## src/rtl/gpio_out_pkg.sv

```systemverilog
// gpio_out_pkg
// Shared definitions for the GPIO output register bank:
//   - write-mode encodings (load / set / clear / toggle)
//   - default bank geometry and blink half-period
//   - lane_bit(): per-bit write result, applied bit-by-bit so it works
//     for any lane width without a width-fixed function signature
package gpio_out_pkg;

    localparam logic [1:0] WR_LOAD = 2'b00;
    localparam logic [1:0] WR_SET  = 2'b01;
    localparam logic [1:0] WR_CLR  = 2'b10;
    localparam logic [1:0] WR_TGL  = 2'b11;

    localparam int DEF_LANES     = 4;
    localparam int DEF_LANE_W    = 8;
    localparam int DEF_BLINK_DIV = 25_000_000;

    // New value of one lane bit given its old value, the operand bit and the mode
    function automatic logic lane_bit(input logic oldBit,
                                      input logic dataBit,
                                      input logic [1:0] mode);
        logic r;
        unique case (mode)
            WR_LOAD: r = dataBit;
            WR_SET:  r = oldBit | dataBit;
            WR_CLR:  r = oldBit & ~dataBit;
            default: r = oldBit ^ dataBit;
        endcase
        return r;
    endfunction

endpackage

```

## src/rtl/gpio_blink_tick.sv

```systemverilog
// gpio_blink_tick
// Free-running blink phase generator. A counter runs 0..DIV-1; on the wrap
// cycle it returns to 0 and the phase flips, giving a period of 2*DIV cycles.
// Ports:
//   CLOCK_50  in   system clock (rising edge)
//   reset     in   synchronous active-high reset, clears counter and phase
//   phase     out  current blink phase
module gpio_blink_tick #(
    parameter int DIV = 25_000_000
) (
    input  logic CLOCK_50,
    input  logic reset,
    output logic phase
);

    localparam int CW = (DIV > 2) ? $clog2(DIV) : 1;

    logic [CW-1:0] count_q, count_d;
    logic          phase_q, phase_d;
    logic          wrap;

    // Next-state: count up, wrap at DIV-1 and flip the phase on the wrap cycle
    always_comb begin
        wrap    = (count_q == CW'(DIV - 1));
        count_d = wrap ? '0 : count_q + CW'(1);
        phase_d = wrap ? ~phase_q : phase_q;
    end

    // State registers with synchronous reset
    always_ff @(posedge CLOCK_50) begin
        if (reset) begin
            count_q <= '0;
            phase_q <= 1'b0;
        end else begin
            count_q <= count_d;
            phase_q <= phase_d;
        end
    end

    assign phase = phase_q;

endmodule

```

## src/rtl/gpio_out_bank.sv

```systemverilog
// gpio_out_bank
// Multi-lane GPIO output register bank. Each rising edge of wr_req commits one
// write (load/set/clear/toggle) to the selected lane. An optional preview
// shows the pending result on the selected lane before commit, and an
// optional per-lane blink engine blanks masked lanes during blink phase 1.
// Build option: define GPIO_OUT_BLINK_EN to include the blink engine;
// without it blink_phase is 0 and blink_mask is ignored.
// Ports:
//   CLOCK_50     in   system clock (rising edge)
//   reset        in   synchronous active-high reset
//   lane_sel     in   target lane of the write
//   wr_data      in   write operand
//   wr_mode      in   00 load, 01 set, 10 clear, 11 toggle
//   wr_req       in   level request, each rising edge commits one write
//   preview_en   in   show pending result on the selected lane
//   blink_mask   in   per-lane blink enable
//   gpio_out     out  lane k at bits [k*LANE_W +: LANE_W]
//   commit       out  one-cycle pulse per accepted write
//   blink_phase  out  current blink phase
module gpio_out_bank
    import gpio_out_pkg::*;
#(
    parameter  int LANES     = DEF_LANES,
    parameter  int LANE_W    = DEF_LANE_W,
    parameter  int BLINK_DIV = DEF_BLINK_DIV,
    localparam int SEL_W     = (LANES > 1) ? $clog2(LANES) : 1
) (
    input  logic                    CLOCK_50,
    input  logic                    reset,
    input  logic [SEL_W-1:0]        lane_sel,
    input  logic [LANE_W-1:0]       wr_data,
    input  logic [1:0]              wr_mode,
    input  logic                    wr_req,
    input  logic                    preview_en,
    input  logic [LANES-1:0]        blink_mask,
    output logic [LANES*LANE_W-1:0] gpio_out,
    output logic                    commit,
    output logic                    blink_phase
);

    logic [LANE_W-1:0] lane_q [LANES];
    logic [LANE_W-1:0] lane_d [LANES];
    logic              wrReq_q;
    logic              commit_q, commit_d;
    logic              rise;
    logic              selValid;
    logic [LANE_W-1:0] curLane;
    logic [LANE_W-1:0] res;
    logic [LANES-1:0]  blankLane;

    // Pending result for the selected lane. The lane is picked with a compare
    // loop so an out-of-range select reads 0 instead of indexing past the array.
    always_comb begin
        selValid = (32'(lane_sel) < LANES);
        curLane  = '0;
        for (int k = 0; k < LANES; k++) begin
            if (lane_sel == SEL_W'(k)) curLane = lane_q[k];
        end
        res = '0;
        for (int b = 0; b < LANE_W; b++) begin
            res[b] = lane_bit(curLane[b], wr_data[b], wr_mode);
        end
    end

    // Commit on the request's rising edge; out-of-range writes are dropped
    always_comb begin
        rise     = wr_req & ~wrReq_q;
        commit_d = 1'b0;
        for (int k = 0; k < LANES; k++) lane_d[k] = lane_q[k];
        if (rise && selValid) begin
            commit_d = 1'b1;
            for (int k = 0; k < LANES; k++) begin
                if (lane_sel == SEL_W'(k)) lane_d[k] = res;
            end
        end
    end

    // wrReq_q resets to 1 so a request held through reset must drop before it counts
    always_ff @(posedge CLOCK_50) begin
        if (reset) begin
            for (int k = 0; k < LANES; k++) lane_q[k] <= '0;
            wrReq_q  <= 1'b1;
            commit_q <= 1'b0;
        end else begin
            for (int k = 0; k < LANES; k++) lane_q[k] <= lane_d[k];
            wrReq_q  <= wr_req;
            commit_q <= commit_d;
        end
    end

    assign commit = commit_q;

`ifdef GPIO_OUT_BLINK_EN
    gpio_blink_tick #(
        .DIV (BLINK_DIV)
    ) u_blink (
        .CLOCK_50 (CLOCK_50),
        .reset    (reset),
        .phase    (blink_phase)
    );

    assign blankLane = blink_mask & {LANES{blink_phase}};
`else
    localparam int unusedBlinkDiv = BLINK_DIV;
    logic unusedBlinkMask;

    assign unusedBlinkMask = ^blink_mask;
    assign blink_phase     = 1'b0;
    assign blankLane       = '0;
`endif

    // Output composition: register value, blanked by blink, then preview on top
    always_comb begin
        gpio_out = '0;
        for (int k = 0; k < LANES; k++) begin
            if (preview_en && lane_sel == SEL_W'(k))
                gpio_out[k*LANE_W +: LANE_W] = res;
            else if (blankLane[k])
                gpio_out[k*LANE_W +: LANE_W] = '0;
            else
                gpio_out[k*LANE_W +: LANE_W] = lane_q[k];
        end
    end

endmodule

```

## config.mk

```make
export PLATFORM = sky130hd
export DESIGN_NAME = gpio_out_bank
export DESIGN_NICKNAME = d
export VERILOG_FILES = /design/src/rtl/gpio_out_pkg.sv /design/src/rtl/gpio_blink_tick.sv /design/src/rtl/gpio_out_bank.sv
export SDC_FILE = /design/constraint.sdc
export NUM_CORES = 1
export LEC_CHECK = 0
export BUFFER_PORTS_ARGS = -buffer_cell sky130_fd_sc_hd__buf_2
export CAP_MARGIN = 0
export CELL_PAD_IN_SITES_DETAIL_PLACEMENT = 0
export CELL_PAD_IN_SITES_GLOBAL_PLACEMENT = 2
export CORE_MARGIN = 3
export CORE_UTILIZATION = 35
export CTS_CLUSTER_DIAMETER = 60
export DETAILED_ROUTE_END_ITERATION = 10
export GPL_TIMING_DRIVEN = 0
export MAX_ROUTING_LAYER = met4
export PLACE_DENSITY = 0.92
export SETUP_SLACK_MARGIN = 0.15
export SLEW_MARGIN = 10
export SYNTH_ARGS = -nofsm -noshare
export SYNTH_HDL_FRONTEND = slang
export SYNTH_SLANG_ARGS = --single-unit
```

## constraint.sdc

```tcl
create_clock -name CLOCK_50 -period 4.6 [get_ports CLOCK_50]
set_input_delay 0.69 -clock CLOCK_50 [delete_from_list [all_inputs] [get_ports CLOCK_50]]
set_output_delay 0.69 -clock CLOCK_50 [all_outputs]
set_load 0.03 [all_outputs]
```

Word level (Yosys, flattened, before mapping)
Memories as Yosys holds them, arrays and structs flattened.
Cells that the tools add are included.
{"block": "op_classes", "n_reduce_logical": 6, "muxes": 29, "eq_ne": 5, "bitwise": 38}
{"operator": "$mux 8", "count": 16}
{"operator": "$mux 32", "count": 1}
{"operator": "$pmux 1 s3", "count": 8}
{"operator": "$or 1x1->1", "count": 12}
{"operator": "$and 1x1->1", "count": 9}
{"operator": "$not 1->1", "count": 9}
{"operator": "$xor 1x1->1", "count": 8}
{"operator": "$eq 2x2->1 const B", "count": 3}
{"operator": "$eq 2x1->1 const B", "count": 2}
{"operator": "$logic_and 1x1->1", "count": 4}
{"operator": "$logic_not 2->1", "count": 2}
{"operator": "$mux 1", "count": 4}
{"block": "totals", "elab_cells": 81, "ff_bits": 2, "ramBits": 32, "in_bits": 20, "output_inout_bits": 34, "mem_count": 1}
{"memory": "lane_q", "depth": 4, "width": 8, "rd": 4, "rd_ports_with_merged_regs": 0, "write_ports": 4, "line": "gpio_out_bank.sv:41", "text": "logic [LANE_W-1:0] lane_q [LANES];"}

Depth between registers and ports, before layout
Gate-level depths: netlist of run 1.
{"block": "logic_depth", "ltp_word": 10, "ltp_mapped": 6, "mapped_depth_nobuf": 5}

Worst setup path after synthesis of run 1
Ideal clock, no wire load.
{"block": "synth_timing", "path_kind": "in2out", "startpoint": "in lane_sel[1]", "endpoint": "out gpio_out[10]", "stages": 5, "required_time_ns": 3.910, "arrival_ns": 2.952, "path_buffers": 1, "path_slack_ns": 0.958, "cell_sequence": "buf_6 > mux4_1 > ha_1 > mux4_2 > o21ai_0"}
{"block": "synth_between", "elab_chain_cells": 8, "elab_cells_between_ends": 14, "classes_between": "3 x eq/ne; 6 x mux; 3 x bitwise; 2 x reduce/logical"}
{"element": "from (decl)", "line": "gpio_out_bank.sv:30", "text": "input logic [SEL_W-1:0] lane_sel,"}
{"element": "$logic_not 2->1", "line": "gpio_out_bank.sv:57", "text": "if (lane_sel == SEL_W'(k)) curLane = lane_q[k];"}
{"element": "$mux 8 (4 in a row)", "line": "gpio_out_bank.sv:57"}
{"element": "$xor 1x1->1, or another cell as far along", "line": "gpio_out_pkg.sv:27", "text": "default: r = oldBit ^ dataBit;"}
{"element": "$pmux 1 s3", "line": "gpio_out_pkg.sv:23", "text": "unique case (mode)"}
{"element": "$mux 8 *", "line": "gpio_out_bank.sv:116", "text": "if (preview_en && lane_sel == SEL_W'(k))"}
{"element": "to (decl)", "line": "gpio_out_bank.sv:36", "text": "output logic [LANES*LANE_W-1:0] gpio_out,"}
Mark *: on every way between the ends. The rest lies on a longest branch, timed or not.

Worst setup path in the final report of run 1
{"block": "layout_timing", "startpoint": "in lane_sel[1]", "endpoint": "out gpio_out[26]"}
The elaborated chain is that of the path after synthesis.

==> results of run 1 <==
-- power by group through the flow --
stage               Clock (mW)  Sequential [mW]  Combinational (mW)
detailed placement           0            0.314               0.153
finish                   0.232            0.307               0.152
global route             0.249            0.308               0.167
global placement             0            0.314               0.149
floorplan                    0            0.312               0.110
CTS                      0.236            0.307               0.153
-- critical path, delay by kind of cell --
| kind | cells | cell delay [ns] |
|---|---|---|
| buffers and inverters | 3 | 0.60 |
| AOI/OAI and AO/OA | 1 | 0.25 |
| muxes | 2 | 1.19 |
| adders and majority gates | 1 | 0.30 |
-- per-stage QoR --
step / utilization, % / hold WS (ns) / instances / setup WS [ns]
final: 43.9 / 0.516 / 377 / 0.877
after global routing: 43.9 / 0.546 / 377 / 0.784
after CTS: 43.9 / 0.515 / 377 / 0.872
after detailed placement: 42.4 / 0.506 / 369 / 0.871
after global placement: 42.4 / 0.500 / 369 / 0.904
after floorplan: - / 0.485 / 249 / 0.958
-- per-layer routing --
| layer | part of all wire (%) | vias up | routed length (um) |
|---|---|---|---|
| li1 | - | 983 | - |
| met5 | 0 | - | 0 |
| met3 | 4.3 | 7 | 241 |
| met2 | 46 | 48 | 2620 |
| met4 | 1.5 | 0 | 82 |
| met1 | 48 | 899 | 2710 |
-- cells in the final DEF, fill, tap and decap left out, drive strengths merged, types with 8 or more instances in the layout --
| master | count |
|---|---|
| o21ai | 24 |
| a21oi | 8 |
| mux4 | 16 |
| clkbuf | 11 |
| nor2 | 40 |
| nand2 | 24 |
| a211oi | 32 |
| dfxtp | 34 |
| inv | 24 |
| ha | 16 |
| buf | 60 |
-- cells by family (layout without fill, tap and decap cells) --
family / count (synthesis) / after routing / synth area share, %
flops: 34 / 34 / 30.0
fa+ha+maj: 16 / 16 / 8.83
mux: 16 / 16 / 16.1
simple gates: 74 / 74 / 15.4
compound gates: 64 / 64 / 18.5
other cells: 1 / 1 / 0.165
buf+inv: 44 / 97 / 11.0
-- layout make-up --
class | count | area (um2)
clock buffer | 7 | 86.3
fill | 627 | 3420
tap | 75 | 93.8
multi-input combinational | 171 | 1340
sequential | 34 | 681
inverter | 24 | 90.1
buffer | 20 | 160
timing repair buffer | 45 | 225
clock inverter | 1 | 5.00
-- registers in the layout (all words and copies together), names as in the netlist --
signal and count:
lane_q 32, commit 1, wrReq_q 1
-- worst paths after layout --
| path | start | end | slack [ns] | cells past startpoint |
|---|---|---|---|---|
| min reg2reg | lane_q[3][0]$_SDFFE_PP0P_ | lane_q[3][0]$_SDFFE_PP0P_ | 0.52 | 2 |
| max reg2reg | lane_q[2][2]$_SDFFE_PP0P_ | lane_q[0][2]$_SDFFE_PP0P_ | 2.52 | 4 |
| max | lane_sel[1] | gpio_out[26] | 0.88 | 7 |
| min | lane_q[3][0]$_SDFFE_PP0P_ | lane_q[3][0]$_SDFFE_PP0P_ | 0.52 | 2 |
==> summary.md, run 1 <==
| Metric | Value |
|---|---|
| Final critical delay including setup and external delays | 3.72 ns |
| Global-route congestion overflow total | 0 |
| VDD IR max | 0.127 mV |
| Number of vias in the routed layout | 1937 |
| Remaining DRCs | 0 |
| Arrival time worst endpoint | 3.03 ns |
| Area Overhead vs Synth | 18.1% |
| Routing usage on met3 | 3.23% |
| Number of detailed-route iterations in the first pass | 4 |
| Met1 track utilization from global routing | 22.2% |
| Number of buffers inserted during clock tree synthesis | 5 |
| Antenna-violating nets left | 0 |
| Cell with the largest stage delay on the worst path | sky130_fd_sc_hd__mux4_1 |
| Cell row count | 28 |
| Number of synthesized flops with an enable pin | 0 |
| Met2 demand-to-capacity share in global routing | 24.8% |
| Count of hold-fix buffers inserted at cts | 0 |
| Maximum count of clock buffers along a single path | 2 |
| Number of buffers added on ports | 45 |
| CP Data Required Time | 3.91 ns |
| Worst Clk Skew | 0.00882 ns |
| Root buffer selected by CTS | sky130_fd_sc_hd__clkbuf_8 |
| Global-route total usage across every layer | 16.3% |
| Net switching fraction of the power | 31.1% |
| Non-Filler Cell Area, Final | 2680 um2 |
| Count leader, synth | sky130_fd_sc_hd__nor2_1 |
| Net count after synthesis | 285 |
| Most frequent cells after synthesis | 40 x sky130_fd_sc_hd__nor2_1, 34 x sky130_fd_sc_hd__dfxtp_1, 28 x sky130_fd_sc_hd__a211oi_1 |
| Most frequent CP cell | sky130_fd_sc_hd__buf_2 |
| MaxCap Viol Count | 0 |
| Post-layout net count | 337 |
| Cell types occupying the most area after synthesis | sky130_fd_sc_hd__dfxtp_1 30%, sky130_fd_sc_hd__mux4_2 15%, sky130_fd_sc_hd__a211oi_1 9.3% |
| CTS tree | yes |
| Synthesized instance count | 249 |
| Static Leakage | 1.09 nW |
| Netlist Area Pre-Place | 2270 um2 |
| Violation count after the first detailed-routing iteration | 104 |
| First-pass GRT wire length | 9380 um |
| Final RePlAce weighted congestion | 0.778 |
| Share of synthesized area occupied by flip-flops and latches | 30.0% |
| Critical Path Max Stage Delay | 0.61 ns |
| Floorplan core area | 6100 um2 |
| Number of pins exceeding their max-slew limit in the final report | 0 |
| Highest net fanout along the worst path | 10 |
| Cell internal pwr | 0.476 mW |
| Unique masters post-synth | 26 |
| Element type at the critical path start | primary input |
| Post-detail-place hpwl | 4600 um |
| Fraction of layout instances using a drive strength above 1 | 29.5% |
| Clock Sink Count | 34 |
| Die Footprint | 7480 um2 |
| Clk Latency, worst-skew pair | 0.29 ns |
| Power share of the sequential group | 44.5% |
| Type of the setup path with the least slack | primary input to output port |
| Power density over the cells | 258 nW/um2 |
| Top FF cell, synth | sky130_fd_sc_hd__dfxtp_1 |
| Proportion of synthesized flip-flops having asynchronous set or reset | 0% |
| CP cell instances | buf_2 > buf_6 > mux4_1 > ha_1 > mux4_2 > o21ai_0 > buf_2 |
| Count of synthesis-stage warnings from yosys | 0 |
| Post-detailed-route wirelength per cell | 15.0 um |
| Logic gate share of total power | 21.9% |
| Power share of the clock group | 33.6% |
| Leading area contributor after synthesis | sky130_fd_sc_hd__dfxtp_1 |
| Vertical die dimension | 86.5 um |
| Run status | complete, no violations |
| Syn_area_per_cell | 9.11 um2 |
| Resize count post-CTS | 0 |
| Setup TNS | 0 ns |
| Maximum number of pins on one net before global-route repair | 11 |
| Number of antenna violations at the first check in global routing | 0 |
| Worst min-delay path class | register to register |
| Diode count | 0 |
| Initial standard-cell utilization of the core | 37.2% |
| Post-synth top area share | 30.0% |
| Vias per Instance | 5.14 |
| Count of endpoints failing setup in the final report | 0 |
| Final Hold Fails | 0 |
| H-tree levels | 2 |
| Number of global-route vias before repair | 1852 |
| Post-layout total power | 0.691 mW |
| Setup fix buffers added after clock tree synthesis | 0 |
| Most Crowded Layer GR | met2 |
| Kind of capture point of the worst setup path | output port |
| Highest Clock Rate | 269 MHz |
| Final wirelength | 5650 um |
| Post-place instance area | 2590 um2 |
| Reg clk slew, reported paths | 0.06 ns |
| Setup repair after global routing missed its margin | no |
| Fin crit share | 80.9% |
| Width of the chip | 86.5 um |
| Reported net switching power | 0.215 mW |
| Number of placed I/O pins | 54 |
| Number of synthesized register bits | 34 |
Note: power is estimated with default switching activity, not from simulation.
==> run 2, diff against run 1 <==
CORE_UTILIZATION = 32   (was 35)
PLACE_DENSITY = 0.85   (was 0.92)
clock period = 3.66 ns   (was 4.6 ns; I/O delays follow)
==> run 2 against run 1 <==
- final area up 1.2%
- non-clock buffer count unchanged
- core utilization down 4.3 points
- clock skew down 0.0036 ns
- sequential power up 26%
- largest cell class unchanged
==> summary.md, run 2 (synthesized netlist as in run 1, its figures left out) <==
| Metric | Value |
|---|---|
| Run status | complete, no violations |
| Number of placed I/O pins | 54 |
| Number of detailed-route iterations in the first pass | 4 |
| Register with the most flip-flops | lane_q |
| Worst Setup SP | lane_sel[1] |
| Worst min-delay path class | primary input to register |
| Root buffer selected by CTS | sky130_fd_sc_hd__clkbuf_8 |
| Remaining DRCs | 0 |
| Type of the setup path with the least slack | primary input to output port |
| Logic gate share of total power | 21.9% |
| Power share of the sequential group | 44.4% |
| Number of global-route vias before repair | 1805 |
| Antenna-violating nets left | 0 |
| Final RePlAce weighted congestion | 0.735 |
| Commonest non-fill, non-tap cells in the layout | 44 x sky130_fd_sc_hd__buf_2, 40 x sky130_fd_sc_hd__nor2_1, 34 x sky130_fd_sc_hd__dfxtp_1 |
| Violation count after the first detailed-routing iteration | 69 |
| Final wirelength | 5580 um |
| Count of hold-fix buffers inserted at cts | 0 |
| Initial standard-cell utilization of the core | 33.2% |
| Number of buffers inserted during clock tree synthesis | 5 |
| Post-layout net count | 337 |
| Diode count | 0 |
| Fill cell total of the finished layout | 733 |
| Worst Clk Skew | 0.00518 ns |
| Power density over the cells | 321 nW/um2 |
| Element type at the critical path start | primary input |
| Clock Sink Count | 34 |
| Reported net switching power | 0.270 mW |
| CP cell instances | buf_2 > buf_6 > mux4_1 > ha_1 > mux4_2 > o21ai_0 > buf_4 |
| Highest net fanout along the worst path | 10 |
| Arrival time worst endpoint | 2.86 ns |
| Static Leakage | 1.09 nW |
| MaxCap Viol Count | 0 |
| Final critical delay including setup and external delays | 3.41 ns |
| Post-detailed-route wirelength per cell | 14.0 um |
| Vias per Instance | 4.84 |
| Number of buffers added on ports | 45 |
| Cell with the largest stage delay on the worst path | sky130_fd_sc_hd__mux4_1 |
| Number of pins exceeding their max-slew limit in the final report | 0 |
| Clk Latency, worst-skew pair | 0.29 ns |
| Area Overhead vs Synth | 19.5% |
| Hold Path Cell Cnt | 2 |
| Cell internal pwr | 0.599 mW |
| Highest Clock Rate | 294 MHz |
| VDD IR max | 0.108 mV |
| First-pass GRT wire length | 9230 um |
| Maximum count of clock buffers along a single path | 2 |
| Setup repair after global routing missed its margin | yes |
| CTS tree | yes |
| Vertical die dimension | 90.2 um |
| Number of cells traversed by the worst register-to-register path | 4 |
| Most frequent standard cell in the layout excluding fill and tap cells | sky130_fd_sc_hd__buf_2 |
| Post-place instance area | 2610 um2 |
| Power share of the clock group | 33.6% |
| Critical Path Max Stage Delay | 0.61 ns |
| Count of endpoints failing setup in the final report | 0 |
| Global-route congestion overflow total | 0 |
| Final Hold Fails | 0 |
| Reg clk slew, reported paths | 0.07 ns |
| Net switching fraction of the power | 31.1% |
| H-tree levels | 2 |
| Die Footprint | 8140 um2 |
| Flip-flop count of the largest register, all copies and words added | 32 |
| Kind of capture point of the worst setup path | output port |
| Floorplan core area | 6830 um2 |
| Non-Filler Cell Area, Final | 2710 um2 |
| CP Data Required Time | 3.11 ns |
| Global-route total usage across every layer | 14.4% |
| Number of vias in the routed layout | 1927 |
| Setup TNS | 0 ns |
| Fraction of layout instances using a drive strength above 1 | 29.5% |
| Post-detail-place hpwl | 4580 um |
| Number of antenna violations at the first check in global routing | 0 |
| Width of the chip | 90.2 um |
| Cell row count | 30 |
| Origin of the worst min-delay path | reset |
| Launching point of the worst reg2reg path | lane_q[1][2]$_SDFFE_PP0P_ |
| Maximum number of pins on one net before global-route repair | 11 |
| Fin crit share | 93.0% |
-- run 2: cell counts in the layout (fill, tap and decap cells not counted) --
Identical to the previous run, type by type.
-- run 2: routing by layer --
layer | wire (um) | GRT usage (%) | part of all wire (%)
met2 | 2610 | 22.5 | 47
met3 | 176 | 3.18 | 3.2
met5 | 0 | - | 0
met1 | 2740 | 19.1 | 49
met4 | 55 | 3.44 | 0.98
-- run 2: final timing paths --
kind	slack [ns]	to
setup / recovery	0.25	gpio_out[26]
hold / removal	0.50	lane_q[0][7]$_SDFFE_PP0P_
setup reg to reg	1.60	lane_q[0][2]$_SDFFE_PP0P_
hold reg to reg	0.51	lane_q[3][1]$_SDFFE_PP0P_
-- run 2: area by class of cell --
type,count,area (um2),share of cell area (%)
sequential,34,681,25.1
inverter,24,90.1,3.32
tap,96,120,4.43
clock buffer,7,86.3,3.19
multi-input combinational,171,1340,49.4
clock inverter,1,5.00,0.185
buffer,20,160,5.91
timing repair buffer,45,230,8.49
-- run 2: power groups by stage --
stage	registers, mW	logic (mW)	clock network [mW]
after floorplan	0.393	0.138	0
after global placement	0.394	0.189	0
after detailed placement	0.395	0.191	0
after CTS	0.386	0.192	0.296
after global routing	0.387	0.211	0.312
final	0.386	0.191	0.292
-- run 2: critical path, delay by kind of cell --
family / cells / cell delay (ns)
mux: 2 / 1.19
buf+inv: 3 / 0.56
compound gates: 1 / 0.26
fa+ha+maj: 1 / 0.29
-- run 2: what timing repair did --
action                                  4_1_cts  5_1_grt
gates resized for setup                       0        6
buffers inserted                              0        0
endpoints found under the setup margin        0        6
-- run 2: metrics by stage --
step           setup slack (ns)  cells  util [%]  total power [mW]  hold slack [ns]
6_report                  0.255    398      39.7             0.869            0.498
5_1_grt                   0.149    398      39.7             0.910            0.501
4_1_cts                   0.216    398      39.6             0.874            0.500
3_5_place_dp              0.213    390      38.3             0.586            0.508
3_3_place_gp              0.236    390      38.3             0.583            0.500
2_1_floorplan             0.300    249         -             0.530            0.485
==> run 3, diff against run 2 <==
--- a/config.mk
+++ b/config.mk
@@ -11,2 +11,3 @@
 export CELL_PAD_IN_SITES_GLOBAL_PLACEMENT = 2
+export CORE_ASPECT_RATIO = 0.8
 export CORE_MARGIN = 3
@@ -17,3 +18,3 @@
 export MAX_ROUTING_LAYER = met4
-export PLACE_DENSITY = 0.85
+export PLACE_DENSITY_LB_ADDON = 0.2
 export SETUP_SLACK_MARGIN = 0.15
==> constraint.sdc (replaced) <==
create_clock -name CLOCK_50 -period 3.66 [get_ports CLOCK_50]
set_input_delay 0.366 -clock CLOCK_50 [delete_from_list [all_inputs] [get_ports CLOCK_50]]
set_output_delay 0.366 -clock CLOCK_50 [all_outputs]
set_load 0.03 [all_outputs]
==> run 3 against run 2 <==
- core utilization up 0.68 points
- wire length up 5.2%
- clock power down 10%
- clock skew down 0.0016 ns
- cell count down 3.3%
==> summary.md, run 3 (synthesized netlist as in run 1, its figures left out) <==
| Metric | Value |
|---|---|
| Area Overhead vs Synth | 18.0% |
| Number of detailed-route iterations in the first pass | 4 |
| Final Hold Fails | 0 |
| Element type at the critical path start | primary input |
| Run status | complete, no violations |
| DR WL met3 | 203 um |
| Placement Setup Slack | 0.538 ns |
| Worst hold slack | 0.330 ns |
| Setup fix buffers added after clock tree synthesis | 0 |
| Flip-flop count of the largest register, all copies and words added | 32 |
| Most frequent CP cell | sky130_fd_sc_hd__buf_2 |
| Kind of capture point of the worst setup path | output port |
| Post-layout util | 40.3% |
| Die Footprint | 8140 um2 |
| Fill cell total of the finished layout | 704 |
| Critical Path Max Stage Delay | 0.63 ns |
| Number of antenna violations at the first check in global routing | 0 |
| Dominant delay contributor by cell family on the critical path | multiplexers |
| Antenna-violating nets left | 0 |
| Global-route total usage across every layer | 15.8% |
| Number of cells traversed by the worst register-to-register path | 4 |
| Global-route congestion overflow total | 0 |
| Commonest non-fill, non-tap cells in the layout | 46 x sky130_fd_sc_hd__buf_2, 40 x sky130_fd_sc_hd__nor2_1, 34 x sky130_fd_sc_hd__dfxtp_1 |
| Static Leakage | 1.08 nW |
| MaxCap Viol Count | 0 |
| Cell with the largest stage delay on the worst path | sky130_fd_sc_hd__mux4_1 |
| Number of global-route vias before repair | 1949 |
| Violation count after the first detailed-routing iteration | 63 |
| Number of buffers added on ports | 45 |
| Final critical delay including setup and external delays | 3.12 ns |
| Worst Clk Skew | 0.00362 ns |
| Count of endpoints failing setup in the final report | 0 |
| Floorplan core area | 6640 um2 |
| Setup WS post-layout | 0.543 ns |
| Highest net fanout along the worst path | 10 |
| Number of buffers inserted during clock tree synthesis | 5 |
| Number of vias in the routed layout | 1898 |
| Cell row count | 26 |
| Wire length on met2 | 2510 um |
| Width of the chip | 100 um |
| Hold Path Cell Cnt | 2 |
| Count of hold-fix buffers inserted at cts | 0 |
| Final wirelength | 5880 um |
| Post-layout net count | 337 |
| CP cell instances | buf_2 > buf_6 > mux4_1 > ha_1 > mux4_2 > o21ai_0 > buf_2 |
| Number of instances in the placed design | 378 |
| Root buffer selected by CTS | sky130_fd_sc_hd__clkbuf_8 |
| Length of routed wiring on met1 | 3110 um |
| H-tree levels | 2 |
| Number of pins exceeding their max-slew limit in the final report | 0 |
| Diode count | 0 |
| Post-detailed-route wirelength per cell | 15.3 um |
| Post-detail-place hpwl | 4870 um |
| Number of buffers and inverters on the critical path | 3 |
| VDD IR max | 0.163 mV |
| Fin crit share | 85.2% |
| Arrival time worst endpoint | 2.75 ns |
| Maximum number of pins on one net before global-route repair | 11 |
| Power density over the cells | 314 nW/um2 |
| Crit. path cell count | 7 |
| Top layer reached by signal wires | met4 |
| Initial standard-cell utilization of the core | 34.2% |
| CTS tree | yes |
| Vias per Instance | 4.93 |
| Worst Tran Pin Value | 0.511 ns |
| Maximum count of clock buffers along a single path | 2 |
| Clk Latency, worst-skew pair | 0.27 ns |
| Vertical die dimension | 81.3 um |
| Most frequent standard cell in the layout excluding fill and tap cells | sky130_fd_sc_hd__buf_2 |
| CP Data Required Time | 3.29 ns |
| Highest Clock Rate | 321 MHz |
| Worst slew slack as a fraction of its limit | 66.0% |
| First-pass GRT wire length | 9840 um |
| Setup repair after global routing missed its margin | no |
| Register with the most flip-flops | lane_q |
| Fraction of layout instances using a drive strength above 1 | 29.6% |
| Worst min-delay path class | primary input to register |
| Final RePlAce weighted congestion | 0.786 |
| Resize count post-CTS | 0 |
| Reg clk slew, reported paths | 0.07 ns |
| Clock Sink Count | 34 |
| Non-filler instance count after layout | 385 |
| Number of placed I/O pins | 54 |
| Remaining DRCs | 0 |
| Type of the setup path with the least slack | primary input to output port |
| Setup TNS | 0 ns |
## run 3: cell count changes in the layout (fill, tap and decap cells not counted), moves of 2 or more
cell / before / now
sky130_fd_sc_hd__o21ai_0: 20 / 24
sky130_fd_sc_hd__o21ai_1: 4 / 0
sky130_fd_sc_hd__buf_2: 44 / 46
sky130_fd_sc_hd__buf_4: 9 / 7
## run 3: layout make-up
class / instances / area [um2] / share of cell area (%)
flip-flops and latches: 34 / 681 / 25.4
multi-input cells: 171 / 1340 / 50.0
inverters: 24 / 90.1 / 3.36
clock buffers: 5 / 68.8 / 2.57
well taps: 84 / 105 / 3.93
clock inverters: 2 / 10.0 / 0.374
plain buffers: 20 / 160 / 5.98
repair buffers: 45 / 225 / 8.41
## run 3: stage by stage
stage / total power, mW / instance area, um2
after floorplan: 0.530 / 2270
after global placement: 0.585 / 2600
after detailed placement: 0.589 / 2600
after CTS: 0.848 / 2680
after global routing: 0.883 / 2680
final: 0.841 / 2680
## run 3: where the power goes
part | internal, mW | switching, mW
sequential | 0.379 | 0.00798
combinational | 0.0678 | 0.125
clock | 0.128 | 0.134
total | 0.574 | 0.267
## run 3: final timing paths
check                                          startpoint                        end  slack (ns)
worst min register to register  lane_q[3][4]$_SDFFE_PP0P_  lane_q[3][4]$_SDFFE_PP0P_        0.51
worst max register to register  lane_q[1][2]$_SDFFE_PP0P_  lane_q[2][2]$_SDFFE_PP0P_        1.49
worst max-delay path                          lane_sel[1]               gpio_out[18]        0.54
worst min-delay path                                reset  lane_q[1][5]$_SDFFE_PP0P_        0.33
## run 3: metal layers
metal	GRT usage [%]	vias to the layer above
met3	3.35	4
met1	21.8	880
met4	3.23	0
li1	-	978
met2	24.0	36
met5	-	-
